### src/rtl/jpeg_pkg.sv
// Shared types and constants for the JPEG entropy stream packer.
package jpeg_pkg;

  typedef enum logic [1:0] {
    CMD_CODE    = 2'd0,
    CMD_FLUSH   = 2'd1,
    CMD_RESTART = 2'd2
  } cmd_e;

  typedef enum logic [2:0] {
    RUN   = 3'd0,
    PAD   = 3'd1,
    DRAIN = 3'd2,
    MARK0 = 3'd3,
    MARK1 = 3'd4,
    FINAL = 3'd5
  } state_e;

  localparam logic [7:0] MARKER_FF = 8'hFF;
  localparam logic [7:0] RST_BASE  = 8'hD0;

endpackage

### src/rtl/jpeg_stream_packer_if.sv
// Code-beat input and packed-word output handshake of the stream packer.
interface jpeg_stream_packer_if #(
  parameter int OUT_W  = 16,
  parameter int CODE_W = 27
) ();

  localparam int SIZE_W  = $clog2(CODE_W + 1);
  localparam int BYTES_W = $clog2(OUT_W / 8 + 1);

  logic               ena_in;
  logic               rdy_out;
  logic [1:0]         cmd;
  logic [CODE_W-1:0]  code;
  logic [SIZE_W-1:0]  size;
  logic [OUT_W-1:0]   out;
  logic [BYTES_W-1:0] out_bytes;
  logic               ena_out;
  logic               rdy_in;

  modport master (
    output ena_in, cmd, code, size, rdy_in,
    input  rdy_out, out, out_bytes, ena_out
  );

  modport slave (
    input  ena_in, cmd, code, size, rdy_in,
    output rdy_out, out, out_bytes, ena_out
  );

endinterface

### src/rtl/jpeg_byte_packer.sv
// Collects bytes MSB-first into OUT_W-bit words behind a holding output register.
module jpeg_byte_packer #(
  parameter int OUT_W = 16
) (
  input  logic                             clk,
  input  logic                             rst,
  input  logic                             byte_vld,
  input  logic [7:0]                       byte_data,
  output logic                             byte_rdy,
  input  logic                             flush_req,
  output logic                             flush_done,
  output logic [OUT_W-1:0]                 out,
  output logic [$clog2(OUT_W/8+1)-1:0]     out_bytes,
  output logic                             ena_out,
  input  logic                             rdy_in
);

  localparam int NB    = OUT_W / 8;
  localparam int CNT_W = $clog2(NB + 1);

  logic [OUT_W-1:0] word_p1;
  logic [CNT_W-1:0] cnt_p1;
  logic [OUT_W-1:0] out_p2;
  logic [CNT_W-1:0] bytes_p2;
  logic             vld_p2;

  logic out_free;
  logic take;
  logic full;
  logic part_emit;

  assign out_free   = !vld_p2 || rdy_in;
  assign byte_rdy   = (cnt_p1 != CNT_W'(NB - 1)) || out_free;
  assign take       = byte_vld && byte_rdy;
  assign full       = take && (cnt_p1 == CNT_W'(NB - 1));
  assign part_emit  = flush_req && (cnt_p1 != '0) && out_free;
  assign flush_done = flush_req && ((cnt_p1 == '0) || out_free);

  assign out       = out_p2;
  assign out_bytes = bytes_p2;
  assign ena_out   = vld_p2;

  // Word assembly stage
  always_ff @(posedge clk) begin
    if (take) word_p1 <= {word_p1[OUT_W-9:0], byte_data};
  end

  // Output register stage: reload may coincide with the downstream clear
  always_ff @(posedge clk or negedge rst) begin
    if (!rst) begin
      cnt_p1   <= '0;
      vld_p2   <= 1'b0;
      out_p2   <= '0;
      bytes_p2 <= '0;
    end else begin
      if (take)           cnt_p1 <= full ? '0 : cnt_p1 + CNT_W'(1);
      else if (part_emit) cnt_p1 <= '0;

      if (full) begin
        out_p2   <= {word_p1[OUT_W-9:0], byte_data};
        bytes_p2 <= CNT_W'(NB);
        vld_p2   <= 1'b1;
      end else if (part_emit) begin
        // Left-justify the partial word; vacated low bytes fill with zeros
        out_p2   <= word_p1 << {(CNT_W'(NB) - cnt_p1), 3'b000};
        bytes_p2 <= cnt_p1;
        vld_p2   <= 1'b1;
      end else if (rdy_in) begin
        vld_p2   <= 1'b0;
      end
    end
  end

endmodule

### src/rtl/jpeg_stream_packer.sv
// Bit accumulator, 0xFF byte stuffing and flush/restart-marker sequencing.
module jpeg_stream_packer
  import jpeg_pkg::*;
#(
  parameter int OUT_W    = 16,
  parameter int CODE_W   = 27,
  parameter int STUFF_EN = 1,
  parameter int ACC_W    = 64
) (
  input  logic                 clk,
  input  logic                 rst,
  jpeg_stream_packer_if.slave  bus
);

  localparam int SIZE_W = $clog2(CODE_W + 1);
  localparam int FILL_W = $clog2(ACC_W + 1);

  function automatic logic [CODE_W-1:0] mask_code(input logic [CODE_W-1:0] c,
                                                  input logic [SIZE_W-1:0] n);
    logic [CODE_W-1:0] r;
    for (int i = 0; i < CODE_W; i++) r[i] = c[i] && (i < int'(n));
    return r;
  endfunction

  state_e            state, state_n;
  logic [ACC_W-1:0]  acc, acc_n, acc_x, app_bits, keep;
  logic [FILL_W-1:0] fill, fill_n, fill_x, app_len;
  logic              rdy_q, rdy_n;
  logic              stuff_pend, stuff_n;
  logic              restart_q, restart_n;
  logic [2:0]        mark_idx, mark_n;
  logic [7:0]        byte_p0, byte_n;
  logic              vld_p0, vld_n;

  logic              byte_rdy, flush_req, flush_done;
  logic              beat_take, beat_ctl, beat_code, load_ok, ext;
  logic [7:0]        top_byte;
  logic [SIZE_W-1:0] size_eff;

  assign size_eff  = (bus.size > SIZE_W'(CODE_W)) ? SIZE_W'(CODE_W) : bus.size;
  assign beat_take = bus.ena_in && rdy_q;
  assign beat_ctl  = beat_take && ((bus.cmd == CMD_FLUSH) || (bus.cmd == CMD_RESTART));
  assign beat_code = beat_take && !beat_ctl;
  assign load_ok   = !vld_p0 || byte_rdy;
  assign ext       = load_ok && !stuff_pend && (fill >= FILL_W'(8));
  assign top_byte  = acc[ACC_W-1 -: 8];
  assign bus.rdy_out = rdy_q;

  // Accumulator: valid bits are MSB-aligned, new bits land just below them
  always_comb begin
    acc_x    = ext ? (acc << 8) : acc;
    fill_x   = ext ? (fill - FILL_W'(8)) : fill;
    app_len  = '0;
    app_bits = '0;
    if (beat_code) begin
      app_len  = FILL_W'(size_eff);
      app_bits = ACC_W'(mask_code(bus.code, size_eff));
    end else if ((state == PAD) && (fill[2:0] != 3'd0)) begin
      app_len  = FILL_W'(4'd8 - {1'b0, fill[2:0]});
      app_bits = ACC_W'(8'hFF >> fill[2:0]);
    end
    keep   = ~({ACC_W{1'b1}} >> fill_x);
    acc_n  = (acc_x & keep) | (app_bits << (FILL_W'(ACC_W) - fill_x - app_len));
    fill_n = fill_x + app_len;
  end

  // Byte stage: a pending stuff byte wins over data, markers only reach it once drained
  always_comb begin
    byte_n  = byte_p0;
    vld_n   = vld_p0;
    stuff_n = stuff_pend;
    if (load_ok) begin
      if (stuff_pend) begin
        byte_n  = 8'h00;
        vld_n   = 1'b1;
        stuff_n = 1'b0;
      end else if (ext) begin
        byte_n  = top_byte;
        vld_n   = 1'b1;
        stuff_n = (STUFF_EN != 0) && (top_byte == MARKER_FF);
      end else if (state == MARK0) begin
        byte_n  = MARKER_FF;
        vld_n   = 1'b1;
      end else if (state == MARK1) begin
        byte_n  = RST_BASE + {5'b00000, mark_idx};
        vld_n   = 1'b1;
      end else begin
        vld_n   = 1'b0;
      end
    end
  end

  always_comb begin
    state_n   = state;
    mark_n    = mark_idx;
    restart_n = restart_q;
    flush_req = 1'b0;
    case (state)
      RUN: begin
        if (beat_ctl) begin
          restart_n = (bus.cmd == CMD_RESTART);
          state_n   = (fill[2:0] != 3'd0) ? PAD : DRAIN;
        end
      end
      PAD:   state_n = DRAIN;
      DRAIN: begin
        if ((fill == '0) && !stuff_pend && !vld_p0)
          state_n = restart_q ? MARK0 : FINAL;
      end
      MARK0: if (load_ok) state_n = MARK1;
      MARK1: begin
        if (load_ok) begin
          mark_n  = mark_idx + 3'd1;
          state_n = RUN;
        end
      end
      FINAL: begin
        flush_req = 1'b1;
        if (flush_done) begin
          mark_n  = 3'd0;
          state_n = RUN;
        end
      end
      default: state_n = RUN;
    endcase
    rdy_n = (state_n == RUN) && (fill_n <= FILL_W'(ACC_W - CODE_W));
  end

  always_ff @(posedge clk or negedge rst) begin
    if (!rst) begin
      state      <= RUN;
      fill       <= '0;
      rdy_q      <= 1'b0;
      stuff_pend <= 1'b0;
      restart_q  <= 1'b0;
      mark_idx   <= 3'd0;
      vld_p0     <= 1'b0;
    end else begin
      state      <= state_n;
      fill       <= fill_n;
      rdy_q      <= rdy_n;
      stuff_pend <= stuff_n;
      restart_q  <= restart_n;
      mark_idx   <= mark_n;
      vld_p0     <= vld_n;
    end
  end

  always_ff @(posedge clk) begin
    acc     <= acc_n;
    byte_p0 <= byte_n;
  end

  jpeg_byte_packer #(.OUT_W(OUT_W)) u_packer (
    .clk        (clk),
    .rst        (rst),
    .byte_vld   (vld_p0),
    .byte_data  (byte_p0),
    .byte_rdy   (byte_rdy),
    .flush_req  (flush_req),
    .flush_done (flush_done),
    .out        (bus.out),
    .out_bytes  (bus.out_bytes),
    .ena_out    (bus.ena_out),
    .rdy_in     (bus.rdy_in)
  );

endmodule
### src/flat_wrapper.sv
// flat-port wrapper written by rule: the top's interface ports become plain ports
module jpeg_stream_packer_flat import jpeg_pkg::*;
#(
  parameter int OUT_W    = 16,
  parameter int CODE_W   = 27,
  parameter int STUFF_EN = 1,
  parameter int ACC_W    = 64
)
  (clk, rst, bus_ena_in, bus_cmd, bus_code, bus_size, bus_rdy_in, bus_rdy_out, bus_out, bus_out_bytes, bus_ena_out);
  jpeg_stream_packer_if #(.OUT_W(OUT_W), .CODE_W(CODE_W)) bus_i ();
  input  logic clk;
  input  logic rst;
  input wire logic [$bits(bus_i.ena_in)-1:0] bus_ena_in;
  input wire logic [$bits(bus_i.cmd)-1:0] bus_cmd;
  input wire logic [$bits(bus_i.code)-1:0] bus_code;
  input wire logic [$bits(bus_i.size)-1:0] bus_size;
  input wire logic [$bits(bus_i.rdy_in)-1:0] bus_rdy_in;
  output wire logic [$bits(bus_i.rdy_out)-1:0] bus_rdy_out;
  output wire logic [$bits(bus_i.out)-1:0] bus_out;
  output wire logic [$bits(bus_i.out_bytes)-1:0] bus_out_bytes;
  output wire logic [$bits(bus_i.ena_out)-1:0] bus_ena_out;
  assign bus_i.ena_in = bus_ena_in;
  assign bus_i.cmd = bus_cmd;
  assign bus_i.code = bus_code;
  assign bus_i.size = bus_size;
  assign bus_i.rdy_in = bus_rdy_in;
  assign bus_rdy_out = bus_i.rdy_out;
  assign bus_out = bus_i.out;
  assign bus_out_bytes = bus_i.out_bytes;
  assign bus_ena_out = bus_i.ena_out;
  jpeg_stream_packer #(.OUT_W(OUT_W), .CODE_W(CODE_W), .STUFF_EN(STUFF_EN), .ACC_W(ACC_W)) u_core (.clk(clk), .rst(rst), .bus(bus_i));
endmodule
### config.mk
export PLATFORM = sky130hd
export DESIGN_NAME = jpeg_stream_packer_flat
export DESIGN_NICKNAME = d
export VERILOG_FILES = /design/src/rtl/jpeg_pkg.sv /design/src/rtl/jpeg_stream_packer_if.sv /design/src/rtl/jpeg_byte_packer.sv /design/src/rtl/jpeg_stream_packer.sv /design/src/flat_wrapper.sv
export SDC_FILE = /design/constraint.sdc
export NUM_CORES = 1
export LEC_CHECK = 0
export ABC_AREA = 1
export CAP_MARGIN = 20
export CORE_ASPECT_RATIO = 1.2
export CORE_UTILIZATION = 49
export CTS_BUF_LIST = sky130_fd_sc_hd__clkbuf_4 sky130_fd_sc_hd__clkbuf_8
export DETAILED_ROUTE_END_ITERATION = 6
export GPL_TIMING_DRIVEN = 0
export MAX_ROUTING_LAYER = met4
export PLACE_DENSITY = 0.7
export SYNTH_ARGS = -nofsm -noshare
export SYNTH_HDL_FRONTEND = slang
export SYNTH_HIERARCHICAL = 1
export SYNTH_SLANG_ARGS = --single-unit
### constraint.sdc
create_clock -name clk -period 3.53 [get_ports clk]
set_input_delay 0.706 -clock clk [delete_from_list [all_inputs] [get_ports clk]]
set_output_delay 0.706 -clock clk [all_outputs]
set_load 0.02 [all_outputs]
==> impl_metrics.py <==
metrics = {
    "final_layout": {
        "nNetsFinal": 1686,
        "fill_cells": 1805,
        "drive_gt1_frac": 0.197,
        "fin_area_sq_um": 12100,
        "n_antenna_cell": 0,
        "syn2layout_area_growth_pct": 28.4,
    },
    "clock_tree": {
        "cts-root-buf": "clkbuf_8",
        "cts_tree": "built",
        "clk_latency_ps": 440,
        "cts.sinks": 126,
        "htreeDepth": 4,
        "cts_made_buffers": 17,
        "path_clk_slew_ps": 80,
        "clk_path_buf_depth": 2,
        "hold_buffers": 0,
    },
    "setup_path": {
        "cp_top_family": "adder cells",
        "r2r.worst_path.cells": 21,
        "max_stage_delay_ps": 560,
        "r2r_end": "u_core/acc[50]",
        "path_buf_inv": 7,
        "worstReg2RegStart": "u_core/fill[0]",
        "crit_type": "register to register",
        "worstSetupStartpointType": "register",
        "cp.required_ps": 3860,
        "cpMostUsedCell": "ha_4",
        "rrSetupSlack_ps": 50,
        "path_depth": 21,
        "cpMaxStageDelayCell": "fa_2",
        "cp.arrival_ps": 3810,
        "worstPathCellList": "inv_2, ha_4, ha_4, nor2_4, buf_6, nor2_1, nor3_2, inv_1, ha_4, ha_4, fa_2, clkbuf_16, inv_6, clkbuf_16, clkbuf_8, nand2_1, nor2_2, nand2_1, nand3_2, nand2_2, nand2_1",
        "cp_max_fo": 6,
        "cp-end-kind": "register",
    },
    "route": {
        "post-route-drc-count": 0,
        "via_per_inst": 5.93,
        "routedWlPerCell_um": 20.4,
        "num_vias": 11200,
        "dr.first_iter.drc_count": 972,
        "dr.pass1.iters": 6,
        "wl_um": 38600,
        "ant_nets": 0,
    },
    "logic_synthesis": {
        "synth.top_cells.by_count": "nand2_1 (508), nand3_1 (303), o21ai_0 (120), inv_1 (110), nor2_1 (103)",
        "ys_ff_latch": 126,
        "syn_nets": 1563,
        "avgSynthCellArea_sq_um": 6.30,
        "synth_warnings": 6,
        "ys.flop_type": "dfxtp_1",
        "yosysTopAreaCell": "nand2_1",
        "synth_enable_flop_cells": 24,
        "synth_most_common_cell": "nand2_1",
        "syn_inst": 1498,
        "synthArstFlopShare": 0.302,
        "netlist_area_sq_um": 9430,
        "synth_area_leaders": "nand2_1 (20%), nand3_1 (16%), dfxtp_1 (14%), dfrtp_1 (10%), edfxtp_1 (7.6%)",
        "ys_seq_area_frac": 0.313,
        "synth.top_cell.area_share": 0.202,
        "yosysUniqueCellTypes": 51,
    },
    "timing": {
        "maxSlewHeadroom": 0.389,
        "period_minus_slack_ps": 3480,
        "maxSlewViolCount": 0,
        "final-hold-violation-count": 0,
        "finClkSkew_ps": 12.1,
        "setup_viol": 0,
        "tightest_slew_ps": 912,
        "max_freq_ghz": 0.288,
        "min_period_over_period": 0.985,
    },
    "place": {
        "port_buffers": 54,
        "place_congestion": 1.03,
        "dp_hpwl_um": 29100,
        "placed_area_sq_um": 10400,
    },
    "floorplanning": {
        "die-width_um": 129,
        "die_h_um": 154,
        "row_count": 55,
        "initial_core_util": 0.500,
        "core_area_sq_um": 18900,
        "die-area_sq_um": 19800,
        "ios": 58,
    },
    "global_route": {
        "grt_overflow": 0,
        "grt_pass1_wl_um": 58100,
        "track_usage": 0.404,
        "antenna_found_initial": 0,
        "grt_pass1_vias": 10500,
        "grt_start_max_net_pins": 39,
    },
    "outcome": {
        "outcome": "finished clean",
    },
    "worst_hold_path": {
        "hold_path.class": "input port to async pin",
    },
    "run": {
        "cap_violations": 0,
    },
}
## cell usage in the layout (no fill, tap or decap), types with 5 or more instances in the layout
cell,synthesis,layout
inv_4,2,9
buf_6,3,20
buf_2,23,16
ha_4,0,8
nand2_4,4,14
inv_2,10,13
nand3_2,1,45
buf_4,4,51
nand2_2,6,41
a21oi_1,22,20
o21ai_1,3,17
nand3_4,1,9
nor2_4,3,10
edfxtp_1,24,24
dfxtp_1,64,64
nand3_1,303,251
clkbuf_8,1,21
o211ai_1,8,8
clkbuf_1,29,15
inv_1,110,99
nand4_1,25,25
clkinv_2,0,5
o21ai_0,120,102
nor2_1,103,95
dfrtp_1,38,36
clkbuf_4,0,8
ha_1,24,15
nor3_1,8,7
clkdlybuf4s50_1,0,48
nand2_1,508,462
clkbuf_2,1,7
## flip-flops by register name, indices dropped and copies added (netlist names), 2 cells and up
register and flops:
u_core/fill 7, u_core/u_packer/cnt_p1 2, u_core/u_packer/out 16, u_core/byte_p0 8, u_core/u_packer/word_p1 16, u_core/mark_idx 3
u_core/acc 64, u_core/state 3, u_core/u_packer/out_bytes 2
## worst max path at each step
stage | from | end | slack, ps
after global placement | bus_cmd[0] | u_core/acc[63] | -1400
after detailed placement | bus_cmd[0] | u_core/acc[63] | -1420
final | u_core/fill[0] | u_core/acc[50] | 50
after floorplan | bus_cmd[0] | u_core/acc[43] | -70
after CTS | u_core/u_packer/cnt_p1[1] | u_core/acc[49] | 10
after global routing | u_core/fill[0] | u_core/acc[28] | -20
## per-layer routing
layer | up-vias | wire length (um) | global-route usage
met5 | - | 0 | -
met2 | 623 | 18700 | 0.689
met1 | 5209 | 13900 | 0.443
li1 | 5202 | - | -
met3 | 170 | 2840 | 0.0390
met4 | 0 | 3050 | 0.272
## through the flow
stage	TNS [ps]	setup slack [ps]	hold slack (ps)	utilization	std cells
2_1_floorplan	-523	-67.7	410	-	1498
3_3_place_gp	-76120	-1400	431	0.554	1808
3_5_place_dp	-78100	-1420	440	0.553	1808
4_1_cts	0	10.2	395	0.612	1868
5_1_grt	-123	-20.1	429	0.642	1890
6_report	0	53.7	378	0.642	1890
## cell type report
class | instances | area (sq um) | share of cell area
Clock buffer | 20 | 256 | 0.0212
Inverter | 124 | 505 | 0.0417
Buffer | 72 | 573 | 0.0473
Timing Repair Buffer | 105 | 958 | 0.0792
Clock inverter | 12 | 170 | 0.0141
Multi-Input combinational cell | 1175 | 6370 | 0.526
Sequential cell | 126 | 2960 | 0.244
Tap cell | 256 | 320 | 0.0265
## what timing repair did
action	4_1_cts	5_1_grt
setup buffers	27	21
hold endpoints to repair	0	0
pin swaps	34	39
endpoints found under the setup margin	66	64
gates resized for setup	137	128
gates cloned	2	1
## cells by family (layout without fill, tap and decap cells)
logic type / Yosys count / count (layout) / share of synthesized area
DFF: 126 / 126 / 0.313
AOI/OAI and AO/OA: 171 / 171 / 0.0995
adders and majority gates: 27 / 27 / 0.0382
buffers and inverters: 197 / 333 / 0.0872
xor gates and xnor gates: 10 / 10 / 0.0172
and+or+nand+nor: 967 / 967 / 0.445
Power is not shown: default switching activity piles up to over one toggle a cycle in this logic, so the estimate is an artifact.
